<file path="src/rtl/hazard_stall_ctrl.sv">
// rtl/hazard_stall_ctrl.sv - pipeline hazard, branch-flush, I/O-freeze and halt sequencer
module hazard_stall_ctrl #(
    parameter int BR_FLUSH_CYCLES = 1,
    parameter int IO_TIMEOUT      = 255
) (
    input  logic        clk,
    input  logic        rst,
    input  logic [31:0] id_inst,
    input  logic        id_undef,
    input  logic        ex_memr,
    input  logic [4:0]  ex_rt,
    input  logic        ex_br_taken,
    input  logic        mem_io,
    input  logic        io_ack,
    output logic        pc_hold,
    output logic        ifid_hold,
    output logic        ifid_flush,
    output logic        idex_flush,
    output logic        pipe_stall,
    output logic        freeze_all,
    output logic        io_req,
    output logic        io_err,
    output logic        halted,
    output logic [15:0] stall_cycles
);
    typedef enum logic [1:0] {RUN, IO_WAIT, BR_FLUSH, HALT} state_t;

    state_t      state, state_nxt;
    logic [7:0]  io_cnt, io_cnt_nxt;
    logic [1:0]  br_cnt, br_cnt_nxt;
    logic [15:0] stall_cnt;

    logic [5:0] op;
    logic [4:0] rs, rt;
    logic       rs_used, rt_used, load_use, run_path;
    logic       pc_hold_c, ifid_hold_c, ifid_flush_c, idex_flush_c;
    logic       pipe_stall_c, freeze_all_c, io_req_c, io_err_c, halted_c;
    logic       unused_inst;

    assign op = id_inst[31:26];
    assign rs = id_inst[25:21];
    assign rt = id_inst[20:16];
    assign unused_inst = ^id_inst[15:0];

    assign rs_used  = !(op == 6'b000010 || op == 6'b000011);
    assign rt_used  = (op == 6'b000000) || (op == 6'b000100) || (op == 6'b000101) ||
                      (op == 6'b101011) || (op == 6'b101100);
    assign load_use = ex_memr && (ex_rt != 5'd0) &&
                      ((rs_used && rs == ex_rt) || (rt_used && rt == ex_rt));

    // A pending I/O op in MEM cuts a branch flush short and is handled exactly as from RUN.
    assign run_path = (state == RUN) || (state == BR_FLUSH && mem_io);

    always_comb begin
        state_nxt    = state;
        io_cnt_nxt   = io_cnt;
        br_cnt_nxt   = br_cnt;
        pc_hold_c    = 1'b0;
        ifid_hold_c  = 1'b0;
        ifid_flush_c = 1'b0;
        idex_flush_c = 1'b0;
        pipe_stall_c = 1'b0;
        freeze_all_c = 1'b0;
        io_req_c     = 1'b0;
        io_err_c     = 1'b0;
        halted_c     = 1'b0;

        if (run_path) begin
            state_nxt = RUN;
            if (mem_io && !io_ack) begin
                io_req_c     = 1'b1;
                freeze_all_c = 1'b1;
                pc_hold_c    = 1'b1;
                ifid_hold_c  = 1'b1;
                state_nxt    = IO_WAIT;
                io_cnt_nxt   = 8'd0;
            end else begin
                io_req_c = mem_io;
                if (ex_br_taken) begin
                    ifid_flush_c = 1'b1;
                    idex_flush_c = 1'b1;
                    if (BR_FLUSH_CYCLES > 1) begin
                        state_nxt  = BR_FLUSH;
                        br_cnt_nxt = 2'(BR_FLUSH_CYCLES - 1);
                    end
                end else if (load_use) begin
                    pc_hold_c    = 1'b1;
                    ifid_hold_c  = 1'b1;
                    pipe_stall_c = 1'b1;
                end else if (id_undef) begin
                    pc_hold_c    = 1'b1;
                    ifid_hold_c  = 1'b1;
                    pipe_stall_c = 1'b1;
                    state_nxt    = HALT;
                end
            end
        end else begin
            case (state)
                IO_WAIT: begin
                    io_req_c     = 1'b1;
                    freeze_all_c = 1'b1;
                    pc_hold_c    = 1'b1;
                    ifid_hold_c  = 1'b1;
                    io_cnt_nxt   = io_cnt + 8'd1;
                    if (io_ack) begin
                        state_nxt = RUN;
                    end else if (io_cnt == 8'(IO_TIMEOUT - 1)) begin
                        io_err_c  = 1'b1;
                        state_nxt = RUN;
                    end
                end
                BR_FLUSH: begin
                    ifid_flush_c = 1'b1;
                    idex_flush_c = 1'b1;
                    br_cnt_nxt   = br_cnt - 2'd1;
                    if (br_cnt <= 2'd1) begin
                        state_nxt = RUN;
                    end
                end
                HALT: begin
                    pc_hold_c    = 1'b1;
                    ifid_hold_c  = 1'b1;
                    pipe_stall_c = 1'b1;
                    halted_c     = 1'b1;
                end
                default: state_nxt = RUN;
            endcase
        end
    end

    assign pc_hold      = !rst && pc_hold_c;
    assign ifid_hold    = !rst && ifid_hold_c;
    assign ifid_flush   = !rst && ifid_flush_c;
    assign idex_flush   = !rst && idex_flush_c;
    assign pipe_stall   = !rst && pipe_stall_c;
    assign freeze_all   = !rst && freeze_all_c;
    assign io_req       = !rst && io_req_c;
    assign io_err       = !rst && io_err_c;
    assign halted       = !rst && halted_c;
    assign stall_cycles = rst ? 16'd0 : stall_cnt;

    always_ff @(posedge clk) begin
        if (rst) begin
            state     <= RUN;
            io_cnt    <= 8'd0;
            br_cnt    <= 2'd0;
            stall_cnt <= 16'd0;
        end else begin
            state  <= state_nxt;
            io_cnt <= io_cnt_nxt;
            br_cnt <= br_cnt_nxt;
            if (pc_hold_c && stall_cnt != 16'hFFFF) begin
                stall_cnt <= stall_cnt + 16'd1;
            end
        end
    end
endmodule

</file>
<file path="config.mk">
export PLATFORM = sky130hd
export DESIGN_NAME = hazard_stall_ctrl
export DESIGN_NICKNAME = d
export VERILOG_FILES = /design/src/rtl/hazard_stall_ctrl.sv
export SDC_FILE = /design/constraint.sdc
export NUM_CORES = 1
export LEC_CHECK = 0
export ABC_AREA = 1
export CAP_MARGIN = 10
export CORE_UTILIZATION = 46
export DETAILED_ROUTE_END_ITERATION = 7
export PLACE_DENSITY = 0.86
export SYNTH_ARGS = -nofsm -noshare
export SYNTH_HDL_FRONTEND = slang
export SYNTH_SLANG_ARGS = --single-unit
</file>
<file path="constraint.sdc">
create_clock -name clk -period 2.64 [get_ports clk]
set_input_delay 0.66 -clock clk [delete_from_list [all_inputs] [get_ports clk]]
set_output_delay 0.66 -clock clk [all_outputs]
set_load 0.02 [all_outputs]
</file>
==> flow_metrics.tcl <==
set metrics [dict create \
    end_kind "output pin" \
    yosys-mux-area-fraction_pct 0 \
    synth_fa_ha_area_share_pct 2.47 \
    grt.total_usage_pct 25.1 \
    cts_buffers 3 \
    maxCapViolCount 0 \
    worstSetupStartpoint "mem_io" \
    via_per_inst 5.26 \
    max_freq_ghz 0.389 \
    dieWidth_um 68.3 \
    fin_skew_ns 0.00444 \
    totalWireLength_um 5270 \
    p_switching_mw 0.284 \
    cts.sinks 28 \
    status "finished, final reports clean" \
    drtIter0Drc 118 \
    min_path_cells 2 \
    path_clk_slew_ns 0.10 \
    synth_top_area_share_pct 27.7 \
    cts_hold_buf 0 \
    peakVddDrop_mv 0.248 \
    drcViolationCount 0 \
    relSlewSlack_pct 76.8 \
    finalHoldViolCount 0 \
    rr_startpoint "stall_cnt[0]$_SDFFE_PP0P_" \
    nFillCells 362 \
    routedWlPerCell_um 12.5 \
    synth.avg_cell_area_um2 6.66 \
    dieArea_um2 4670 \
    antenna_found_initial 0 \
    r2r-end "stall_cnt[14]$_SDFFE_PP0P_" \
    crit_required_ns 1.98 \
    vias 2224 \
    layout-drive-gt1-share_pct 18.0 \
    final_common_cell "nand2_1" \
    crit_path_start_kind "primary input" \
    power_frac_comb_pct 23.6 \
    p_int_mw 0.743 \
    power_density_nw_per_um2 375 \
    ys_ff_latch 28 \
    grt_pass1_vias 2128 \
    ys_seq_area_share_pct 27.7 \
    clkPwrFrac_pct 33.4 \
    endpoint "pipe_stall" \
    syn-num-nets 352 \
    clockBufferDepth 2 \
    clk_latency_ns 0.28 \
    seq_area_um2 561 \
    coreArea_um2 4120 \
    drt_pre_antenna_iters 4 \
    tightest_slew_ns 0.346 \
    reg2reg_setup_slack_ns 0.85 \
    finalWorstSetupSlack_ns 0.0685 \
    finalSetupViolCount 0 \
    min_path_type "register to register" \
    swShare_pct 27.7 \
    slew_viol_final 0 \
    p_seq_share_pct 43.0 \
    crit_type "primary input to output pin" \
    post-place-ws_ns -0.717 \
    grt_pass1_wl_um 8870 \
    reg2reg_depth 7 \
    finalPower_mw 1.03 \
    final_cell_mix "nand2_1, nor2_1, inv_1, dfxtp_1, dlygate4sd2_1" \
    fin_nets 422 \
    h-tree-depth 1 \
    synth.top_cells.by_area "dfxtp_1, nand2_1, xor2_1, nor2_1, inv_1" \
    synth_top_family_by_area "simple AND/OR/NAND/NOR gates" \
    p_leak_nw 1.24 \
    synth_compound_area_share_pct 8.84 \
    post-route-period-util_pct 97.4 \
    area_growth_pct 35.2 \
    start_util_pct 49.2 \
    synth_area_um2 2020 \
    row_count 23 \
    critPathArrivalTime_ns 1.91 \
    hpwl_um 3950 \
    yosys.area.top_type "dfxtp_1" \
    post-route-min-period_ns 2.57 \
    gp_congestion 0.933 \
    port_buffers 52 \
    critPathMaxFanout 4 \
    final_antenna_net_count 0 \
    synth_xor_area_share_pct 9.95 \
    ys_types 34 \
    synth_warnings 0 \
    tritoncts "yes" \
    grt-ovfl-total 0 \
    syn_inst 304 \
    num_io_pins 69 \
    multi_input_area_um2 1270 \
    synth-simple-area-share_pct 39.9 \
    grt_max_degree 31 \
    root_buffer "clkbuf_8" \
    n_antenna_cell 0 \
    die_h_um 68.3 \
]
critical path: stages:
cell and delay [ns]:
clkdlybuf4s50_1 0.50, inv_2 0.06, nor2_4 0.15, buf_4 0.13, nor2_1 0.03, a31o_2 0.22, buf_2 0.15
power by group through the flow:
| stage | clock, mW | combinational, mW | sequential (mW) |
|---|---|---|---|
| after floorplan | 0 | 0.139 | 0.449 |
| after global placement | 0 | 0.241 | 0.451 |
| after detailed placement | 0 | 0.246 | 0.451 |
| after CTS | 0.346 | 0.243 | 0.442 |
| after global routing | 0.364 | 0.267 | 0.444 |
| final | 0.343 | 0.242 | 0.442 |
cells by family after synthesis:
group,Yosys count
buf+inv,52
flops,28
simple gates,164
xor+xnor,23
compound gates,33
fa+ha+maj,4
Yosys cell counts:
master    instances
a21o_1            1
a21oi_1          22
a31o_2            1
a31oi_1           1
and3_1            1
buf_2             3
buf_4             2
buf_6             1
buf_8             1
clkbuf_1          4
dfxtp_1          28
ha_1              4
inv_1            39
inv_2             2
nand2_1          58
nand2_2           5
nand3_1          13
nand3_2           1
nand3_4           3
nand3b_1          1
nand4_1          19
nor2_1           44
nor2_2            1
nor2_4            1
nor3_1            9
nor3_2            2
nor3_4            1
nor3b_1           3
nor4_1            2
o21a_1            1
o21ai_0           6
o31a_1            1
xnor2_1           4
xor2_1           19
cell type report:
cell class              count  share of cell area (%)
multi-input cells         224                    46.3
repair buffers             76                    22.8
flip-flops and latches     28                    20.5
inverters                  41                    5.62
well taps                  50                    2.29
clock buffers               3                    1.51
clock inverters             1                    1.10
repair_timing:
action / in CTS / in global routing
endpoints found under the setup margin: 25 / 6
pin swaps: 16 / 17
buffers inserted: 2 / 2
gates resized for setup: 76 / 26
metrics by stage:
stage	cell area [µm²]	util, %	setup TNS [ns]	hold WS (ns)	std cells
floorplan	2030	-	0	0.445	304
global placement	2700	65.6	-5.62	0.457	415
detailed placement	2700	65.6	-5.70	0.465	415
CTS	2760	67.1	0	0.481	421
global route	2740	66.5	-0.00416	0.504	423
finish	2740	66.5	0	0.485	423
metal layers:
| layer | track usage, % | routed length (µm) |
|---|---|---|
| met5 | 0 | 0 |
| met4 | 11.5 | 138 |
| met2 | 45.0 | 2670 |
| met3 | 4.50 | 270 |
| met1 | 28.5 | 2190 |
registers in the layout, summed over array words and instances (netlist names):
register   flops
br_cnt         2
stall_cnt     16
io_cnt         8
state          2
worst min path at each step:
stage	start	endpoint	slack, ns
after floorplan	stall_cnt[13]$_SDFFE_PP0P_	stall_cnt[13]$_SDFFE_PP0P_	0.44
after global placement	stall_cnt[13]$_SDFFE_PP0P_	stall_cnt[13]$_SDFFE_PP0P_	0.46
after detailed placement	stall_cnt[13]$_SDFFE_PP0P_	stall_cnt[13]$_SDFFE_PP0P_	0.47
after CTS	stall_cnt[13]$_SDFFE_PP0P_	stall_cnt[13]$_SDFFE_PP0P_	0.48
after global routing	stall_cnt[13]$_SDFFE_PP0P_	stall_cnt[13]$_SDFFE_PP0P_	0.50
final	stall_cnt[13]$_SDFFE_PP0P_	stall_cnt[13]$_SDFFE_PP0P_	0.49
Note: power is estimated with default switching activity, not from simulation.
